<file path="src/rtl/mips_pkg.sv">
// rtl/mips_pkg.sv - MIPS32 decode constants, select enums and the decoded-bundle type
package mips_pkg;

  localparam logic [5:0] OP_SPECIAL = 6'h00;
  localparam logic [5:0] OP_REGIMM  = 6'h01;
  localparam logic [5:0] OP_J       = 6'h02;
  localparam logic [5:0] OP_JAL     = 6'h03;
  localparam logic [5:0] OP_BEQ     = 6'h04;
  localparam logic [5:0] OP_BNE     = 6'h05;
  localparam logic [5:0] OP_BLEZ    = 6'h06;
  localparam logic [5:0] OP_BGTZ    = 6'h07;

  localparam logic [5:0] FN_JR      = 6'h08;
  localparam logic [5:0] FN_JALR    = 6'h09;

  typedef enum logic [1:0] {
    DST_RT   = 2'd0,
    DST_RD   = 2'd1,
    DST_RA   = 2'd2,
    DST_RSVD = 2'd3
  } reg_dst_e;

  typedef enum logic [1:0] {
    EXT_SIGN     = 2'd0,
    EXT_ZERO     = 2'd1,
    EXT_UPPER    = 2'd2,
    EXT_SIGN_ALT = 2'd3
  } ext_mode_e;

  typedef struct packed {
    logic [5:0]  opcode;
    logic [4:0]  rreg_a;
    logic [4:0]  rreg_b;
    logic [4:0]  wreg;
    logic [31:0] imme_num;
    logic [5:0]  func;
    logic [4:0]  shamt;
    logic        jmp_reg;
    logic        jmp_imm;
    logic        is_branch;
    logic        link;
  } id_bundle_t;

  // An empty slot must never present a stale jump/branch/link to EX.
  function automatic id_bundle_t clear_flags(input id_bundle_t b);
    id_bundle_t r;
    r           = b;
    r.jmp_reg   = 1'b0;
    r.jmp_imm   = 1'b0;
    r.is_branch = 1'b0;
    r.link      = 1'b0;
    return r;
  endfunction

endpackage

</file>
<file path="src/rtl/id_stage_if.sv">
// rtl/id_stage_if.sv - IF-side and EX-side handshake plus decoded fields of the decode stage
interface id_stage_if #(
  parameter int PC_W = 32
);
  logic            in_valid;
  logic            in_ready;
  logic [31:0]     in_inst;
  logic [PC_W-1:0] in_pc;
  logic [1:0]      reg_dst;
  logic [1:0]      ext_mode;
  logic            flush;

  logic            out_valid;
  logic            out_ready;
  logic [5:0]      opcode;
  logic [4:0]      rreg_a;
  logic [4:0]      rreg_b;
  logic [4:0]      wreg;
  logic [31:0]     imme_num;
  logic [5:0]      func;
  logic [4:0]      shamt;
  logic            jmp_reg;
  logic            jmp_imm;
  logic            is_branch;
  logic            link;
  logic [PC_W-1:0] link_pc;
  logic [PC_W-1:0] out_pc;

  modport master (
    output in_valid, in_inst, in_pc, reg_dst, ext_mode, flush, out_ready,
    input  in_ready, out_valid, opcode, rreg_a, rreg_b, wreg, imme_num, func, shamt,
           jmp_reg, jmp_imm, is_branch, link, link_pc, out_pc
  );

  modport slave (
    input  in_valid, in_inst, in_pc, reg_dst, ext_mode, flush, out_ready,
    output in_ready, out_valid, opcode, rreg_a, rreg_b, wreg, imme_num, func, shamt,
           jmp_reg, jmp_imm, is_branch, link, link_pc, out_pc
  );
endinterface

</file>
<file path="src/rtl/id_decode_comb.sv">
// rtl/id_decode_comb.sv - combinational MIPS32 field split, destination select, immediate extend and jump flags
module id_decode_comb
  import mips_pkg::*;
#(
  parameter int unsigned RA_IDX  = 31,
  parameter bit          JALR_EN = 1'b1
) (
  input  logic [31:0] inst_i,
  input  logic [1:0]  reg_dst_i,
  input  logic [1:0]  ext_mode_i,
  output id_bundle_t  bundle_o
);

  logic [5:0]  op;
  logic [5:0]  fn;
  logic [4:0]  rt;
  logic [4:0]  rd;
  logic [15:0] imm;
  logic        is_jal;
  logic        is_jalr;

  assign op      = inst_i[31:26];
  assign fn      = inst_i[5:0];
  assign rt      = inst_i[20:16];
  assign rd      = inst_i[15:11];
  assign imm     = inst_i[15:0];
  assign is_jal  = (op == OP_JAL);
  assign is_jalr = JALR_EN && (op == OP_SPECIAL) && (fn == FN_JALR);

  always_comb begin
    bundle_o        = '0;
    bundle_o.opcode = op;
    bundle_o.rreg_a = inst_i[25:21];
    bundle_o.rreg_b = rt;
    bundle_o.func   = fn;
    bundle_o.shamt  = inst_i[10:6];

    // Link instructions override the caller's destination choice when they must write $ra.
    if (is_jal || (is_jalr && rd == 5'd0)) begin
      bundle_o.wreg = 5'(RA_IDX);
    end else begin
      case (reg_dst_e'(reg_dst_i))
        DST_RD:  bundle_o.wreg = rd;
        DST_RA:  bundle_o.wreg = 5'(RA_IDX);
        default: bundle_o.wreg = rt;
      endcase
    end

    case (ext_mode_e'(ext_mode_i))
      EXT_ZERO:  bundle_o.imme_num = {16'h0000, imm};
      EXT_UPPER: bundle_o.imme_num = {imm, 16'h0000};
      default:   bundle_o.imme_num = {{16{imm[15]}}, imm};
    endcase

    bundle_o.jmp_reg   = (op == OP_SPECIAL) && ((fn == FN_JR) || is_jalr);
    bundle_o.jmp_imm   = (op == OP_J) || is_jal;
    bundle_o.is_branch = (op inside {OP_REGIMM, OP_BEQ, OP_BNE, OP_BLEZ, OP_BGTZ});
    bundle_o.link      = is_jal || is_jalr;
  end

endmodule

</file>
<file path="src/rtl/id_stage.sv">
// rtl/id_stage.sv - registered decode stage: one output slot behind a valid/ready handshake with flush
module id_stage
  import mips_pkg::*;
#(
  parameter int          PC_W    = 32,
  parameter int unsigned RA_IDX  = 31,
  parameter bit          JALR_EN = 1'b1
) (
  input logic       clk,
  input logic       rst,
  id_stage_if.slave bus
);

  id_bundle_t      dec;
  id_bundle_t      bundle_q, bundle_d;
  logic            valid_q, valid_d;
  logic [PC_W-1:0] link_pc_q, link_pc_d;
  logic [PC_W-1:0] out_pc_q, out_pc_d;
  logic            accept;

  id_decode_comb #(
    .RA_IDX  (RA_IDX),
    .JALR_EN (JALR_EN)
  ) u_decode (
    .inst_i     (bus.in_inst),
    .reg_dst_i  (bus.reg_dst),
    .ext_mode_i (bus.ext_mode),
    .bundle_o   (dec)
  );

  assign bus.in_ready = !valid_q || bus.out_ready;
  assign accept       = bus.in_valid && bus.in_ready;

  // Flush still lets IF see its handshake complete; the accepted word is simply dropped.
  always_comb begin
    valid_d   = valid_q;
    bundle_d  = bundle_q;
    link_pc_d = link_pc_q;
    out_pc_d  = out_pc_q;
    if (bus.flush) begin
      valid_d  = 1'b0;
      bundle_d = clear_flags(bundle_q);
    end else if (accept) begin
      valid_d   = 1'b1;
      bundle_d  = dec;
      link_pc_d = bus.in_pc + PC_W'(8);
      out_pc_d  = bus.in_pc;
    end else if (bus.out_ready) begin
      valid_d  = 1'b0;
      bundle_d = clear_flags(bundle_q);
    end
  end

  always_ff @(posedge clk) begin
    if (rst) begin
      valid_q   <= 1'b0;
      bundle_q  <= '0;
      link_pc_q <= '0;
      out_pc_q  <= '0;
    end else begin
      valid_q   <= valid_d;
      bundle_q  <= bundle_d;
      link_pc_q <= link_pc_d;
      out_pc_q  <= out_pc_d;
    end
  end

  assign bus.out_valid = valid_q;
  assign bus.opcode    = bundle_q.opcode;
  assign bus.rreg_a    = bundle_q.rreg_a;
  assign bus.rreg_b    = bundle_q.rreg_b;
  assign bus.wreg      = bundle_q.wreg;
  assign bus.imme_num  = bundle_q.imme_num;
  assign bus.func      = bundle_q.func;
  assign bus.shamt     = bundle_q.shamt;
  assign bus.jmp_reg   = bundle_q.jmp_reg;
  assign bus.jmp_imm   = bundle_q.jmp_imm;
  assign bus.is_branch = bundle_q.is_branch;
  assign bus.link      = bundle_q.link;
  assign bus.link_pc   = link_pc_q;
  assign bus.out_pc    = out_pc_q;

endmodule

</file>
<file path="src/flat_wrapper.sv">
// flat-port wrapper written by rule: the top's interface ports become plain ports
module id_stage_flat import mips_pkg::*;
#(
  parameter int          PC_W    = 32,
  parameter int unsigned RA_IDX  = 31,
  parameter bit          JALR_EN = 1'b1
)
  (clk, rst, bus_in_valid, bus_in_inst, bus_in_pc, bus_reg_dst, bus_ext_mode, bus_flush, bus_out_ready, bus_in_ready, bus_out_valid, bus_opcode, bus_rreg_a, bus_rreg_b, bus_wreg, bus_imme_num, bus_func, bus_shamt, bus_jmp_reg, bus_jmp_imm, bus_is_branch, bus_link, bus_link_pc, bus_out_pc);
  id_stage_if #(.PC_W(PC_W)) bus_i ();
  input logic clk;
  input logic rst;
  input wire logic [$bits(bus_i.in_valid)-1:0] bus_in_valid;
  input wire logic [$bits(bus_i.in_inst)-1:0] bus_in_inst;
  input wire logic [$bits(bus_i.in_pc)-1:0] bus_in_pc;
  input wire logic [$bits(bus_i.reg_dst)-1:0] bus_reg_dst;
  input wire logic [$bits(bus_i.ext_mode)-1:0] bus_ext_mode;
  input wire logic [$bits(bus_i.flush)-1:0] bus_flush;
  input wire logic [$bits(bus_i.out_ready)-1:0] bus_out_ready;
  output wire logic [$bits(bus_i.in_ready)-1:0] bus_in_ready;
  output wire logic [$bits(bus_i.out_valid)-1:0] bus_out_valid;
  output wire logic [$bits(bus_i.opcode)-1:0] bus_opcode;
  output wire logic [$bits(bus_i.rreg_a)-1:0] bus_rreg_a;
  output wire logic [$bits(bus_i.rreg_b)-1:0] bus_rreg_b;
  output wire logic [$bits(bus_i.wreg)-1:0] bus_wreg;
  output wire logic [$bits(bus_i.imme_num)-1:0] bus_imme_num;
  output wire logic [$bits(bus_i.func)-1:0] bus_func;
  output wire logic [$bits(bus_i.shamt)-1:0] bus_shamt;
  output wire logic [$bits(bus_i.jmp_reg)-1:0] bus_jmp_reg;
  output wire logic [$bits(bus_i.jmp_imm)-1:0] bus_jmp_imm;
  output wire logic [$bits(bus_i.is_branch)-1:0] bus_is_branch;
  output wire logic [$bits(bus_i.link)-1:0] bus_link;
  output wire logic [$bits(bus_i.link_pc)-1:0] bus_link_pc;
  output wire logic [$bits(bus_i.out_pc)-1:0] bus_out_pc;
  assign bus_i.in_valid = bus_in_valid;
  assign bus_i.in_inst = bus_in_inst;
  assign bus_i.in_pc = bus_in_pc;
  assign bus_i.reg_dst = bus_reg_dst;
  assign bus_i.ext_mode = bus_ext_mode;
  assign bus_i.flush = bus_flush;
  assign bus_i.out_ready = bus_out_ready;
  assign bus_in_ready = bus_i.in_ready;
  assign bus_out_valid = bus_i.out_valid;
  assign bus_opcode = bus_i.opcode;
  assign bus_rreg_a = bus_i.rreg_a;
  assign bus_rreg_b = bus_i.rreg_b;
  assign bus_wreg = bus_i.wreg;
  assign bus_imme_num = bus_i.imme_num;
  assign bus_func = bus_i.func;
  assign bus_shamt = bus_i.shamt;
  assign bus_jmp_reg = bus_i.jmp_reg;
  assign bus_jmp_imm = bus_i.jmp_imm;
  assign bus_is_branch = bus_i.is_branch;
  assign bus_link = bus_i.link;
  assign bus_link_pc = bus_i.link_pc;
  assign bus_out_pc = bus_i.out_pc;
  id_stage #(.PC_W(PC_W), .RA_IDX(RA_IDX), .JALR_EN(JALR_EN)) u_core (.clk(clk), .rst(rst), .bus(bus_i));
endmodule
</file>
<file path="config.mk">
export PLATFORM = sky130hd
export DESIGN_NAME = id_stage_flat
export DESIGN_NICKNAME = d
export VERILOG_FILES = /design/src/rtl/mips_pkg.sv /design/src/rtl/id_stage_if.sv /design/src/rtl/id_decode_comb.sv /design/src/rtl/id_stage.sv /design/src/flat_wrapper.sv
export SDC_FILE = /design/constraint.sdc
export NUM_CORES = 1
export LEC_CHECK = 0
export BUFFER_PORTS_ARGS = -buffer_cell sky130_fd_sc_hd__buf_4
export CAP_MARGIN = 15
export CORE_MARGIN = 8
export CORE_UTILIZATION = 44
export DETAILED_ROUTE_END_ITERATION = 16
export GPL_TIMING_DRIVEN = 0
export HOLD_SLACK_MARGIN = 0.08
export PLACE_DENSITY = 0.75
export SLEW_MARGIN = 40
export SYNTH_ARGS = -nofsm -noshare
export SYNTH_HDL_FRONTEND = slang
export SYNTH_SLANG_ARGS = --single-unit
</file>
<file path="constraint.sdc">
create_clock -name clk -period 1.87 [get_ports clk]
set_input_delay 0.0935 -clock clk [delete_from_list [all_inputs] [get_ports clk]]
set_output_delay 0.0935 -clock clk [all_outputs]
set_load 0.005 [all_outputs]
</file>
## After elaboration in Yosys (flattened, before gate mapping)

Index checks and enable logic that the tools add are counted.

| word-level totals | value |
|---|---|
| flip-flop bits (word level) | 133 |
| input port bits | 73 |
| logic and storage cells | 52 |
| output and inout bits | 134 |

| operators by class | value |
|---|---|
| bitwise operators | 1 |
| muxes and demuxes | 7 |
| reduce and logical (&&, ||, !) cells | 16 |
| eq/ne operators | 13 |
| add/subtract/negate cells | 1 |

Operator list:

| operator | count |
|---|---|
| $mux 68 | 1 |
| $pmux 32 s2 | 1 |
| $add 32x4->32 const B | 1 |
| $eq 6x3->1 const B | 4 |
| $eq 6x2->1 const B | 2 |
| $eq 6x4->1 const B | 2 |
| $pmux 5 s2 | 1 |
| $eq 6x1->1 const B | 1 |
| $logic_not 6->1 | 1 |
| $logic_not 5->1 | 1 |
| $logic_or 1x1->1 | 5 |
| $mux 5 | 1 |
| $reduce_bool 5->1 | 1 |
| $eq 2x1->1 const B | 2 |
| $eq 2x2->1 const B | 2 |
| $logic_and 1x1->1 | 4 |
| $mux 4 | 1 |
| $mux 1 | 2 |
| $reduce_and 2->1 | 1 |
| $reduce_bool 2->1 | 1 |
| $reduce_or 2->1 | 1 |
| $logic_not 1->1 | 1 |
| $not 1->1 | 1 |

## Logic depth before layout (Yosys ltp)

| logic depth | value |
|---|---|
| depth in word-level cells | 6 |
| gate-level depth with buffers | 8 |
| gate-level depth less buffers | 6 |

## Hierarchy

Synthesis repeated with hierarchy kept, for this count alone.

| unflattened totals | value |
|---|---|
| cell total of the unflattened synthesis | 748 |
| area, all modules | 5878.1 µm² |

Modules (own cells, without submodules):

| module | sequential area each (µm²) | area an instance (µm²) | cells an instance | times used |
|---|---|---|---|---|
| id_stage | 2602.5 | 5082.4 | 634 | 1 |
| id_decode_comb | 0.0 | 795.8 | 114 | 1 |

## Worst setup path before layout

No wires, ideal clock.

| timing | value |
|---|---|
| path kind | input-to-reg |
| from | input bus_in_pc[5] |
| to | register u_core.link_pc_q[28], in the netlist u_core.bus.link_pc[28] |
| stages | 5 |
| required time | 1779 ps |
| data arrival time | 1652 ps |
| path buffers | 1 |
| setup time | 91 ps |
| slack | 127 ps |
| cell sequence | buf_2 > nand4_4 > or4_1 > or4_1 > a311oi_1 |

| on the way | value |
|---|---|
| cells in the longest elaborated chain, start to end | 1 |

RTL lines:

| element | line | source |
|---|---|---|
| start: declaration | flat_wrapper.sv:14 | `input wire logic [$bits(bus_i.in_pc)-1:0] bus_in_pc;` |
| $add 32x4->32 | id_stage.sv:46 | `link_pc_d = bus.in_pc + PC_W'(8);` |
| end signal: assignment | id_stage.sv:63 | `link_pc_q <= link_pc_d;` |
| end: declaration | id_stage.sv:17 | `logic [PC_W-1:0] link_pc_q, link_pc_d;` |

Every way passes these cells.
A chain may end at the register's enable or synchronous reset.

## Worst setup path after layout

| timing | value |
|---|---|
| from | input bus_in_pc[17] |
| to | register u_core.link_pc_q[28], in the netlist u_core.bus.link_pc[28] |

Same word-level chain as after synthesis.

==> reports/metrics.csv <==
metric,value,unit
Worst path depth,6,
synthesized flop and latch total,130,
crit path to,u_core.bus.link_pc[28]$_SDFFE_PP0P_,
run status,completed,
DP HPWL,14100,um
max_cap viols,0,
sw frac,24.6,%
Synth Cell Area,0.00539,mm2
DRT iter0 DRCs,465,
critical path type,in2reg,
synth unique cells,42,
Tot GR Track Use,24.7,%
Post-synth top flop,dfxtp_1,
first-pass GRT wire length,31500,um
RD Place Congestion,0.842,
Die Height,127,um
Hold/Removal Path Class,in2reg,
IO Pins,207,
Final Setup Violations,0,
die area,0.0160,mm2
Bufs and invs on worst path,2,
Multi-input gate area,0.00260,mm2
Worst EP arrival,2140,ps
area grow syn2layout,58.1,%
die width,127,um
worst rel slew slack,59.6,%
"Design Area, Final",0.00851,mm2
share of layout cells above drive strength 1,28.1,%
Fin Setup TNS,0,ps
Fin Hold WS,108,ps
Pre-antenna DRT Iters,4,
WP data required,2200,ps
placed inst area,0.00710,mm2
maximum root-to-sink buffer count,2,
Final nets,1040,
H-tree depth,4,
CP cell instances,"dlygate4sd3_1, buf_4, nand4_1, or4_4, or4_1, a311oi_1",
Max Slew Vio Count,0,
clock share of power,45.9,%
Worst path top cell family by delay,simple AND/OR/NAND/NOR gates,
number of CTS-inserted buffers,17,
CTS root buffer,clkbuf_16,
row cnt,40,
total congestion overflow,0,
number of antenna violations at the first check in global routing,0,
Tmin final,1820,ps
Reg2Reg Depth,6,
largest stage delay on the critical path,530,ps
CP endpoint kind,register,
# clock sinks,130,
Filler cells,978,
FF+latch area,0.00260,mm2
peak supply drop,0.474,mV
Pwr Total,7.53,mW
Wirelength per Cell,18.2,um
Worst path slowest cell,dlygate4sd3_1,
crit path max fanout,7,
R2R setup slack,140,ps
Clock Skew,6.87,ps
yosys warns,0,
# placed instances,1019,
pin count of the biggest net entering global routing,17,
vias after detailed routing,6038,
CORE AREA,0.0120,mm2
number of synthesized flops with an enable pin,0,
f_max,551,MHz
Post-Syn Instances,670,
Worst setup SP type,input port,
port bufs,202,
vias in the first global route,5796,
static leakage,3.53,nW
Ant. Diodes,0,
sequential area share after synthesis,48.3,%
crit path from,bus_in_pc[17],
clk_lat worst skew,420,ps
CTS tree,done,
Pint,5.67,mW
worst-margin pin slew,606,ps
Psw,1.85,mW
DRT Wirelength,20400,um
Vias/cell,5.38,
Synth async-reset ratio,0,%
Initial Util,45.0,%
Final Hold Vio Count,0,
worst r2r dst,u_core.bus.imme_num[9]$_SDFFE_PP0P_,
syn_nets,748,
RSZ-0062 raised after global routing,false,
DRC viols,0,
"Reg clk slew, reported paths",60,ps
Synth Area per Inst,8.04,um2
P per Cell Area,884,mW/mm2
Logic pwr share,14.4,%
Reg-to-Reg Start,u_core.bus.out_valid$_SDFFE_PP0P_,
final period utilization,97.1,%
sequential fraction of design power,39.7,%
final std cells w/o fill,1122,
Post-DRT Antenna Nets,0,
[stage by stage]
stage | setup WS, ps | util, %
after detailed placement | -562 | 59.3
after floorplan | 127 | -
after global placement | -849 | 59.2
final | 54.2 | 71.2
after CTS | 2.28 | 70.9
after global routing | 2.15 | 71.2
[worst min-delay path by stage]
stage,from,end,slack [ps],depth (start not counted)
after floorplan,bus_in_pc[3],u_core.bus.link_pc[3]$_SDFFE_PP0P_,190,1
after global placement,bus_in_pc[3],u_core.bus.link_pc[3]$_SDFFE_PP0P_,330,2
after detailed placement,bus_in_pc[3],u_core.bus.link_pc[3]$_SDFFE_PP0P_,330,2
after CTS,bus_in_pc[7],u_core.bus.link_pc[7]$_SDFFE_PP0P_,90,3
after global routing,bus_in_pc[7],u_core.bus.link_pc[7]$_SDFFE_PP0P_,110,3
final,bus_in_pc[7],u_core.bus.link_pc[7]$_SDFFE_PP0P_,110,3
[final cells by class]
cell class / instances / share of cell area [%]
sequential: 130 / 30.6
multi-input combinational: 479 / 30.5
timing repair buffer: 276 / 26.4
clock buffer: 23 / 5.73
buffer: 50 / 2.73
tap: 147 / 2.16
clock inverter: 9 / 1.50
inverter: 8 / 0.353
[per-layer routing]
| metal | vias to the layer above | part of all wire (%) | GRT usage [%] |
|---|---|---|---|
| li1 | 2936 | - | - |
| met1 | 2823 | 41 | 28.9 |
| met2 | 247 | 48 | 40.8 |
| met3 | 32 | 8.9 | 8.34 |
| met4 | 0 | 2.2 | 10.0 |
| met5 | - | 0 | 0 |
[placed cells by master, fill, tap and decap left out, drive strengths merged, types with 6 or more instances in the layout]
master / n
o21ai: 17
dfxtp: 130
nor4: 7
and3: 6
a311oi: 11
nand3: 28
a21oi: 101
nand4: 10
inv: 8
a211oi: 24
nor2: 39
or4: 6
and4: 8
dlygate4sd3: 71
xnor2: 6
clkbuf: 62
buf: 216
xor2: 8
nand2: 159
[Yosys cell counts, types with 3 or more instances]
| cell | count | share of area (%) |
|---|---|---|
| nor4_1 | 7 | 0.81 |
| and3_1 | 6 | 0.70 |
| a2111oi_0 | 5 | 0.81 |
| clkbuf_1 | 47 | 3.3 |
| xor2_1 | 8 | 1.3 |
| inv_1 | 8 | 0.56 |
| xnor2_1 | 6 | 0.98 |
| ha_1 | 5 | 1.2 |
| nor3_1 | 4 | 0.37 |
| nor2_1 | 39 | 2.7 |
| nand3_1 | 28 | 2.6 |
| nand3b_1 | 5 | 0.70 |
| or3_1 | 3 | 0.35 |
| a311oi_1 | 11 | 1.8 |
| or4_1 | 6 | 0.84 |
| nand2_1 | 159 | 11 |
| buf_4 | 3 | 0.42 |
| dfxtp_1 | 130 | 48 |
| nand4_1 | 9 | 1.0 |
| a21oi_1 | 101 | 9.4 |
| and4_1 | 7 | 1.1 |
| o31ai_1 | 5 | 0.70 |
| a211oi_1 | 24 | 3.3 |
| and2_1 | 5 | 0.58 |
| o21ai_0 | 17 | 1.6 |
[cells by family after synthesis]
kind of cell,share of synthesized area (%)
buffers and inverters,4.51
and+or+nand+nor,24.9
xor gates and xnor gates,2.28
adders and majority gates,1.16
AOI/OAI and AO/OA,18.6
DFF,48.3
muxes,0.186
[worst min-delay path: stages]
cell and delay, ps:
buf_4 110, xor2_1 160, a211oi_1 100
[repair_timing]
item | CTS | global route
resized for setup | 20 | 27
pin swaps | 1 | 0
setup endpoints to repair | 122 | 110
buffers inserted | 3 | 0
hold buffers | 71 | 0
hold endpoints to repair | 121 | 0
[power groups by stage]
| stage | registers [mW] | clock network (mW) | logic [mW] |
|---|---|---|---|
| finish | 2.99 | 3.46 | 1.08 |
| global placement | 3.04 | 0 | 0.916 |
| CTS | 2.98 | 3.45 | 1.07 |
| detailed placement | 3.04 | 0 | 0.927 |
| floorplan | 3.05 | 0 | 0.374 |
| global route | 3.00 | 3.60 | 1.18 |
Power figures use the tool's default switching activity.
